==> src/rtl/uart_tx_fifo.sv <==
// Buffered 8N1 UART transmitter: byte FIFO feeding an LSB-first serialiser on serialOut.
// Define UART_TX_PARITY_EN to insert an even-parity bit between the data bits and the stop bit.
module uart_tx_fifo #(
  parameter int unsigned CLKS_PER_BIT = 868,
  parameter int unsigned FIFO_DEPTH   = 16,
  parameter int unsigned CNT_W        = 5
) (
  input  logic             clk,
  input  logic             reset,
  input  logic             wr_en,
  input  logic [7:0]       wr_data,
  input  logic             ovf_clr,
  output logic             full,
  output logic             empty,
  output logic [CNT_W-1:0] count,
  output logic             overflow,
  output logic             busy,
  output logic             tx_done,
  output logic             serialOut
);

  localparam int unsigned PtrW  = $clog2(FIFO_DEPTH);
  localparam int unsigned BaudW = $clog2(CLKS_PER_BIT);
  localparam logic [BaudW-1:0] BaudLast = BaudW'(CLKS_PER_BIT - 1);
  localparam logic [CNT_W-1:0] CntFull  = CNT_W'(FIFO_DEPTH);

  typedef enum logic [2:0] {StIdle, StStart, StData, StParity, StStop} state_e;

  logic [7:0]       mem_q [FIFO_DEPTH];
  logic [PtrW-1:0]  rd_ptr_q, wr_ptr_q;
  logic [CNT_W-1:0] count_q;
  logic             overflow_q;
  logic             push, pop, drop;
  logic [7:0]       head;

  state_e           state_q, state_d;
  logic [BaudW-1:0] baud_q, baud_d;
  logic [2:0]       bit_q, bit_d;
  logic [7:0]       shift_q, shift_d;
  logic             baud_last;
  logic             done;
  logic             line_d, serial_q, done_q;
`ifdef UART_TX_PARITY_EN
  logic             parity_q, parity_d;
`endif

  assign full      = (count_q == CntFull);
  assign empty     = (count_q == '0);
  assign count     = count_q;
  assign overflow  = overflow_q;
  assign busy      = (state_q != StIdle);
  assign tx_done   = done_q;
  assign serialOut = serial_q;

  // Full/empty come from the pre-edge count, so a pop cannot make room for a same-edge write.
  assign push      = wr_en & ~full;
  assign drop      = wr_en & full;
  assign head      = mem_q[rd_ptr_q];
  assign baud_last = (baud_q == BaudLast);

  always_ff @(posedge clk) begin
    if (push) begin
      mem_q[wr_ptr_q] <= wr_data;
    end
  end

  always_ff @(posedge clk) begin
    if (reset) begin
      rd_ptr_q   <= '0;
      wr_ptr_q   <= '0;
      count_q    <= '0;
      overflow_q <= 1'b0;
    end else begin
      if (push) wr_ptr_q <= wr_ptr_q + PtrW'(1);
      if (pop)  rd_ptr_q <= rd_ptr_q + PtrW'(1);
      count_q <= count_q + CNT_W'(push) - CNT_W'(pop);
      if (drop) begin
        overflow_q <= 1'b1;
      end else if (ovf_clr) begin
        overflow_q <= 1'b0;
      end
    end
  end

  always_comb begin
    state_d = state_q;
    baud_d  = baud_q;
    bit_d   = bit_q;
    shift_d = shift_q;
    pop     = 1'b0;
    done    = 1'b0;
`ifdef UART_TX_PARITY_EN
    parity_d = parity_q;
`endif
    unique case (state_q)
      StIdle: begin
        if (!empty) begin
          pop     = 1'b1;
          state_d = StStart;
          baud_d  = '0;
          bit_d   = '0;
          shift_d = head;
`ifdef UART_TX_PARITY_EN
          parity_d = ^head;
`endif
        end
      end
      StStart: begin
        if (baud_last) begin
          baud_d  = '0;
          state_d = StData;
        end else begin
          baud_d = baud_q + BaudW'(1);
        end
      end
      StData: begin
        if (baud_last) begin
          baud_d  = '0;
          shift_d = {1'b0, shift_q[7:1]};
          bit_d   = bit_q + 3'd1;
          if (bit_q == 3'd7) begin
`ifdef UART_TX_PARITY_EN
            state_d = StParity;
`else
            state_d = StStop;
`endif
          end
        end else begin
          baud_d = baud_q + BaudW'(1);
        end
      end
`ifdef UART_TX_PARITY_EN
      StParity: begin
        if (baud_last) begin
          baud_d  = '0;
          state_d = StStop;
        end else begin
          baud_d = baud_q + BaudW'(1);
        end
      end
`endif
      StStop: begin
        if (baud_last) begin
          done   = 1'b1;
          baud_d = '0;
          // Chain straight into the next start bit when more bytes are waiting.
          if (!empty) begin
            pop     = 1'b1;
            state_d = StStart;
            bit_d   = '0;
            shift_d = head;
`ifdef UART_TX_PARITY_EN
            parity_d = ^head;
`endif
          end else begin
            state_d = StIdle;
          end
        end else begin
          baud_d = baud_q + BaudW'(1);
        end
      end
      default: state_d = StIdle;
    endcase
  end

  always_comb begin
    line_d = 1'b1;
    unique case (state_q)
      StStart:  line_d = 1'b0;
      StData:   line_d = shift_q[0];
`ifdef UART_TX_PARITY_EN
      StParity: line_d = parity_q;
`endif
      default:  line_d = 1'b1;
    endcase
  end

  always_ff @(posedge clk) begin
    if (reset) begin
      state_q  <= StIdle;
      baud_q   <= '0;
      bit_q    <= '0;
      shift_q  <= '0;
      serial_q <= 1'b1;
      done_q   <= 1'b0;
`ifdef UART_TX_PARITY_EN
      parity_q <= 1'b0;
`endif
    end else begin
      state_q  <= state_d;
      baud_q   <= baud_d;
      bit_q    <= bit_d;
      shift_q  <= shift_d;
      serial_q <= line_d;
      done_q   <= done;
`ifdef UART_TX_PARITY_EN
      parity_q <= parity_d;
`endif
    end
  end

endmodule

==> config.mk <==
export PLATFORM = sky130hd
export DESIGN_NAME = uart_tx_fifo
export DESIGN_NICKNAME = d
export VERILOG_FILES = /design/src/rtl/uart_tx_fifo.sv
export SDC_FILE = /design/constraint.sdc
export NUM_CORES = 1
export LEC_CHECK = 0
export ABC_AREA = 1
export BUFFER_PORTS_ARGS = -buffer_cell sky130_fd_sc_hd__buf_2
export CORE_MARGIN = 5
export CORE_UTILIZATION = 30
export CTS_CLUSTER_DIAMETER = 100
export DETAILED_ROUTE_END_ITERATION = 10
export SYNTH_ARGS = -nofsm -noshare
export SYNTH_HDL_FRONTEND = slang
export SYNTH_SLANG_ARGS = --single-unit
==> constraint.sdc <==
create_clock -name clk -period 6.8 [get_ports clk]
set_clock_uncertainty 0.1 [all_clocks]
set_input_delay 2.04 -clock clk [delete_from_list [all_inputs] [get_ports clk]]
set_output_delay 2.04 -clock clk [all_outputs]
set_load 0.02 [all_outputs]
==> impl_metrics.tcl <==
set metrics [dict create \
    timing.reg2reg.setup_slack_ps 3520 \
    grt_max_degree 69 \
    timing_hold_violations_final 0 \
    synth.avg_cell_area_sq_um 9.54 \
    min_path_type "flop to flop" \
    numPortBuffers 22 \
    p_leak_nw 3.48 \
    number_of_global_route_vias_before_repair 5135 \
    hpwl_mm 10.7 \
    worstSetupEndpointType "flop" \
    worstSetupStartpointType "input port" \
    achievable-frequency_mhz 272 \
    synth_top_family_by_area "simple AND/OR/NAND/NOR gates" \
    worst-path-buf-inv 4 \
    dr.first_iter.drc_count 471 \
    post_synth_and_or_nand_nor_area_fraction_pct 22.7 \
    async_reset_ff_share_pct 0 \
    groute.usage.overall_pct 12.2 \
    syn_nets 816 \
    die_height_microns 168 \
    slew_headroom_pct 24.8 \
    yosys.cell_types.count 34 \
    number_of_antenna_violations_at_the_first_check_in_global_routing 0 \
    crit_path_top_delay_cell "sky130_fd_sc_hd__fa_1" \
    powerDensity_mw_per_mm2 379 \
    post_cts_resized 0 \
    combined_area_of_the_multi_input_logic_cells_sq_mm 0.00231 \
    starting_utilization_of_the_core_area_pct 30.2 \
    synth_area_leader_cell "sky130_fd_sc_hd__edfxtp_1" \
    finalInstanceArea_sq_mm 0.00856 \
    final_nets 831 \
    antenna_left 0 \
    min_period_over_period_pct 54.1 \
    synth.top_cells.by_area "sky130_fd_sc_hd__edfxtp_1 51%, sky130_fd_sc_hd__nand2_1 12%, sky130_fd_sc_hd__dfxtp_1 12%" \
    die-area_sq_mm 0.0284 \
    clk_path_buf_depth 2 \
    worst-path-stages 12 \
    fin_ws_ps 3120 \
    critical_path_cell_list "buf_2, nand2_1, inv_1, nor2_1, inv_1, nand2_1, ha_1, inv_1, fa_1, o31ai_1, o21ai_0, a21oi_1" \
    cts_setup_buffers 0 \
    cts_htree_levels 4 \
    crit_path_max_fanout 7 \
    critPathKind "input port to flop" \
    ys_seq_area_share_pct 62.7 \
    post_route_cells_drive_above_1_share_pct 8.56 \
    placedInstanceArea_sq_mm 0.00795 \
    synth.ff_latch_count 172 \
    synthToLayoutAreaGrowth_pct 13.5 \
    min_period_ps 3680 \
    ff_latch_area_sq_mm 0.00473 \
    cts_hold_repair.buffers 0 \
    fp.dieW_microns 168 \
    post_synth_inst_count 790 \
    clk_pin_slew_ps 70 \
    clock-root-buffer "sky130_fd_sc_hd__clkbuf_16" \
    routed_wirelength_normalized_by_instance_count_microns 14.6 \
    drt_pass1_iterations 5 \
    place_congestion 0.823 \
    required_ps 7060 \
    wirelength_mm 16.7 \
    arrival_ps 3940 \
    pre_cts_ws_ps 2700 \
    top_level_ports 23 \
    global_route.overflow_total 0 \
    status "completed" \
    finalNonFillerCells 1148 \
    setup_repair_after_global_routing_missed_its_margin "no" \
    holdPathStages 2 \
    synth.cell_area_sq_mm 0.00754 \
    worst_margin_slew_ps 1120 \
    maxSlewViolCount 0 \
    synth-warning-count 0 \
    grt_first_pass_wirelength_mm 27.1 \
    synth-xor-area-share_pct 0.581 \
    final.setup.tns_ps 0 \
    worst_r2r_path_depth 9 \
    synth_enable_flop_cells 128 \
    worst_path_most_repeated_cell "sky130_fd_sc_hd__inv_1" \
    placementRows 58 \
    timing.final.setup_violations 0 \
    tritoncts_num_sinks 172 \
    vdd_drop_max_v 0.000215 \
    tritoncts_clock_tree "built" \
    routed_via_density 4.55 \
    muxShareOfSynthArea_pct 0 \
    placed_cells_incl_taps 1116 \
    fill_cells 2544 \
    insertion_delay_to_the_later_sink_of_the_worst_skew_pair_ps 440 \
    via_count 5223 \
    synth_compound_area_share_pct 4.96 \
    cpPeakStageDelay_ps 400 \
    drc_violations_left 0 \
    tritoncts.num_buffers 17 \
    synthDominantCellAreaShare_pct 51.0 \
    insertedDiodeCount 0 \
    dominantRegCellSynth "sky130_fd_sc_hd__edfxtp_1" \
    max_cap_viol_count 0 \
    core_area_sq_mm 0.0250 \
    critical-path-top-delay-family "adder cells" \
    adder_and_majority_gate_portion_of_the_synthesized_area_pct 2.42 \
]
## per-stage QoR
step / hold WS (ps) / power, mW / util, %
floorplan: 337 / 2.01 / -
global placement: 348 / 2.28 / 31.9
detailed placement: 352 / 2.28 / 31.9
CTS: 363 / 3.26 / 34.3
global route: 389 / 3.46 / 34.3
finish: 361 / 3.24 / 34.3
## Yosys cell counts (3+ instances only)
cell type                  instances
sky130_fd_sc_hd__a21oi_1          33
sky130_fd_sc_hd__buf_2            10
sky130_fd_sc_hd__clkbuf_1         16
sky130_fd_sc_hd__dfxtp_1          44
sky130_fd_sc_hd__edfxtp_1        128
sky130_fd_sc_hd__ha_1             13
sky130_fd_sc_hd__inv_1            95
sky130_fd_sc_hd__nand2_1         235
sky130_fd_sc_hd__nand3_1          93
sky130_fd_sc_hd__nand4_1           5
sky130_fd_sc_hd__nor2_1           65
sky130_fd_sc_hd__o211ai_1          4
sky130_fd_sc_hd__o21ai_0          17
sky130_fd_sc_hd__o21bai_1          3
sky130_fd_sc_hd__xor2_1            4
## report_power, final
part | leakage, nW | internal (mW) | switching, mW
registers | 1.52 | 1.21 | 0.0515
logic | 1.67 | 0.293 | 0.709
clock network | 0.296 | 0.526 | 0.452
## cell usage in the layout (no fill, tap or decap), types with 2 or more instances in the layout
| master | count |
|---|---|
| sky130_fd_sc_hd__buf_4 | 3 |
| sky130_fd_sc_hd__nand3_4 | 2 |
| sky130_fd_sc_hd__clkinv_8 | 3 |
| sky130_fd_sc_hd__xor2_1 | 4 |
| sky130_fd_sc_hd__nand4_1 | 5 |
| sky130_fd_sc_hd__o21ai_0 | 17 |
| sky130_fd_sc_hd__nand2_1 | 235 |
| sky130_fd_sc_hd__dfxtp_1 | 43 |
| sky130_fd_sc_hd__inv_1 | 95 |
| sky130_fd_sc_hd__nor2_1 | 65 |
| sky130_fd_sc_hd__clkinv_4 | 2 |
| sky130_fd_sc_hd__edfxtp_1 | 128 |
| sky130_fd_sc_hd__buf_2 | 22 |
| sky130_fd_sc_hd__inv_8 | 4 |
| sky130_fd_sc_hd__o211ai_1 | 4 |
| sky130_fd_sc_hd__a21oi_2 | 2 |
| sky130_fd_sc_hd__o21bai_1 | 3 |
| sky130_fd_sc_hd__ha_1 | 13 |
| sky130_fd_sc_hd__nand3_1 | 93 |
| sky130_fd_sc_hd__clkbuf_16 | 17 |
| sky130_fd_sc_hd__inv_6 | 3 |
| sky130_fd_sc_hd__inv_2 | 2 |
| sky130_fd_sc_hd__a21oi_1 | 33 |
| sky130_fd_sc_hd__clkinv_1 | 3 |
| sky130_fd_sc_hd__or2_2 | 2 |
## path summary, 6_finish.rpt
check	start	endpoint
setup / recovery	wr_en	count[4]
hold / removal	overflow	overflow
setup reg to reg	flop	shift_q[7]
hold reg to reg	overflow	overflow
## final cells by class
cell class                      count  area share, %
Clock inverter                     15           2.06
Inverter                           99           4.34
Multi-Input combinational cell    490           27.0
Tap cell                          330           4.83
Timing Repair Buffer               25           1.55
Clock buffer                       17           4.97
Sequential cell                   172           55.2
## sequential cells by signal (all words and copies together), names as in the netlist, named ones only
name,flops
mem_q,128
baud_q,10
shift_q,8
count,5
rd_ptr_q,4
wr_ptr_q,4
bit_q,3
state_q,3
overflow,1
serialOut,1
tx_done,1
## metal layers
| layer | part of all wire (%) | routed length, microns | vias to the layer above | track usage [%] |
|---|---|---|---|---|
| li1 | - | - | 2626 | - |
| met3 | 5.0 | 839 | 27 | 2.85 |
| met1 | 45 | 7470 | 2461 | 15.8 |
| met2 | 48 | 8100 | 109 | 20.1 |
| met4 | 1.9 | 320 | 0 | 4.20 |
| met5 | 0 | 0 | - | 0 |
## worst reg2reg max path, cell delays in order (launching register included)
cell	delay (ps)
sky130_fd_sc_hd__dfxtp_2	310
sky130_fd_sc_hd__buf_4	570
sky130_fd_sc_hd__clkinv_1	850
sky130_fd_sc_hd__buf_4	530
sky130_fd_sc_hd__o21ai_0	300
sky130_fd_sc_hd__nand3_1	110
sky130_fd_sc_hd__nand3_1	150
sky130_fd_sc_hd__nand2_1	110
sky130_fd_sc_hd__nand2_1	80
sky130_fd_sc_hd__a21oi_1	60
## logic make-up (layout without fill, tap and decap cells)
group | Yosys count | count (layout)
AND/OR/NAND/NOR | 407 | 407
flip-flops | 172 | 172
buffers and inverters | 128 | 156
AO/OA/AOI/OAI | 64 | 64
adder cells (fa/ha/maj) | 14 | 14
XOR/XNOR | 5 | 5
(Power assumes the default switching activity.)
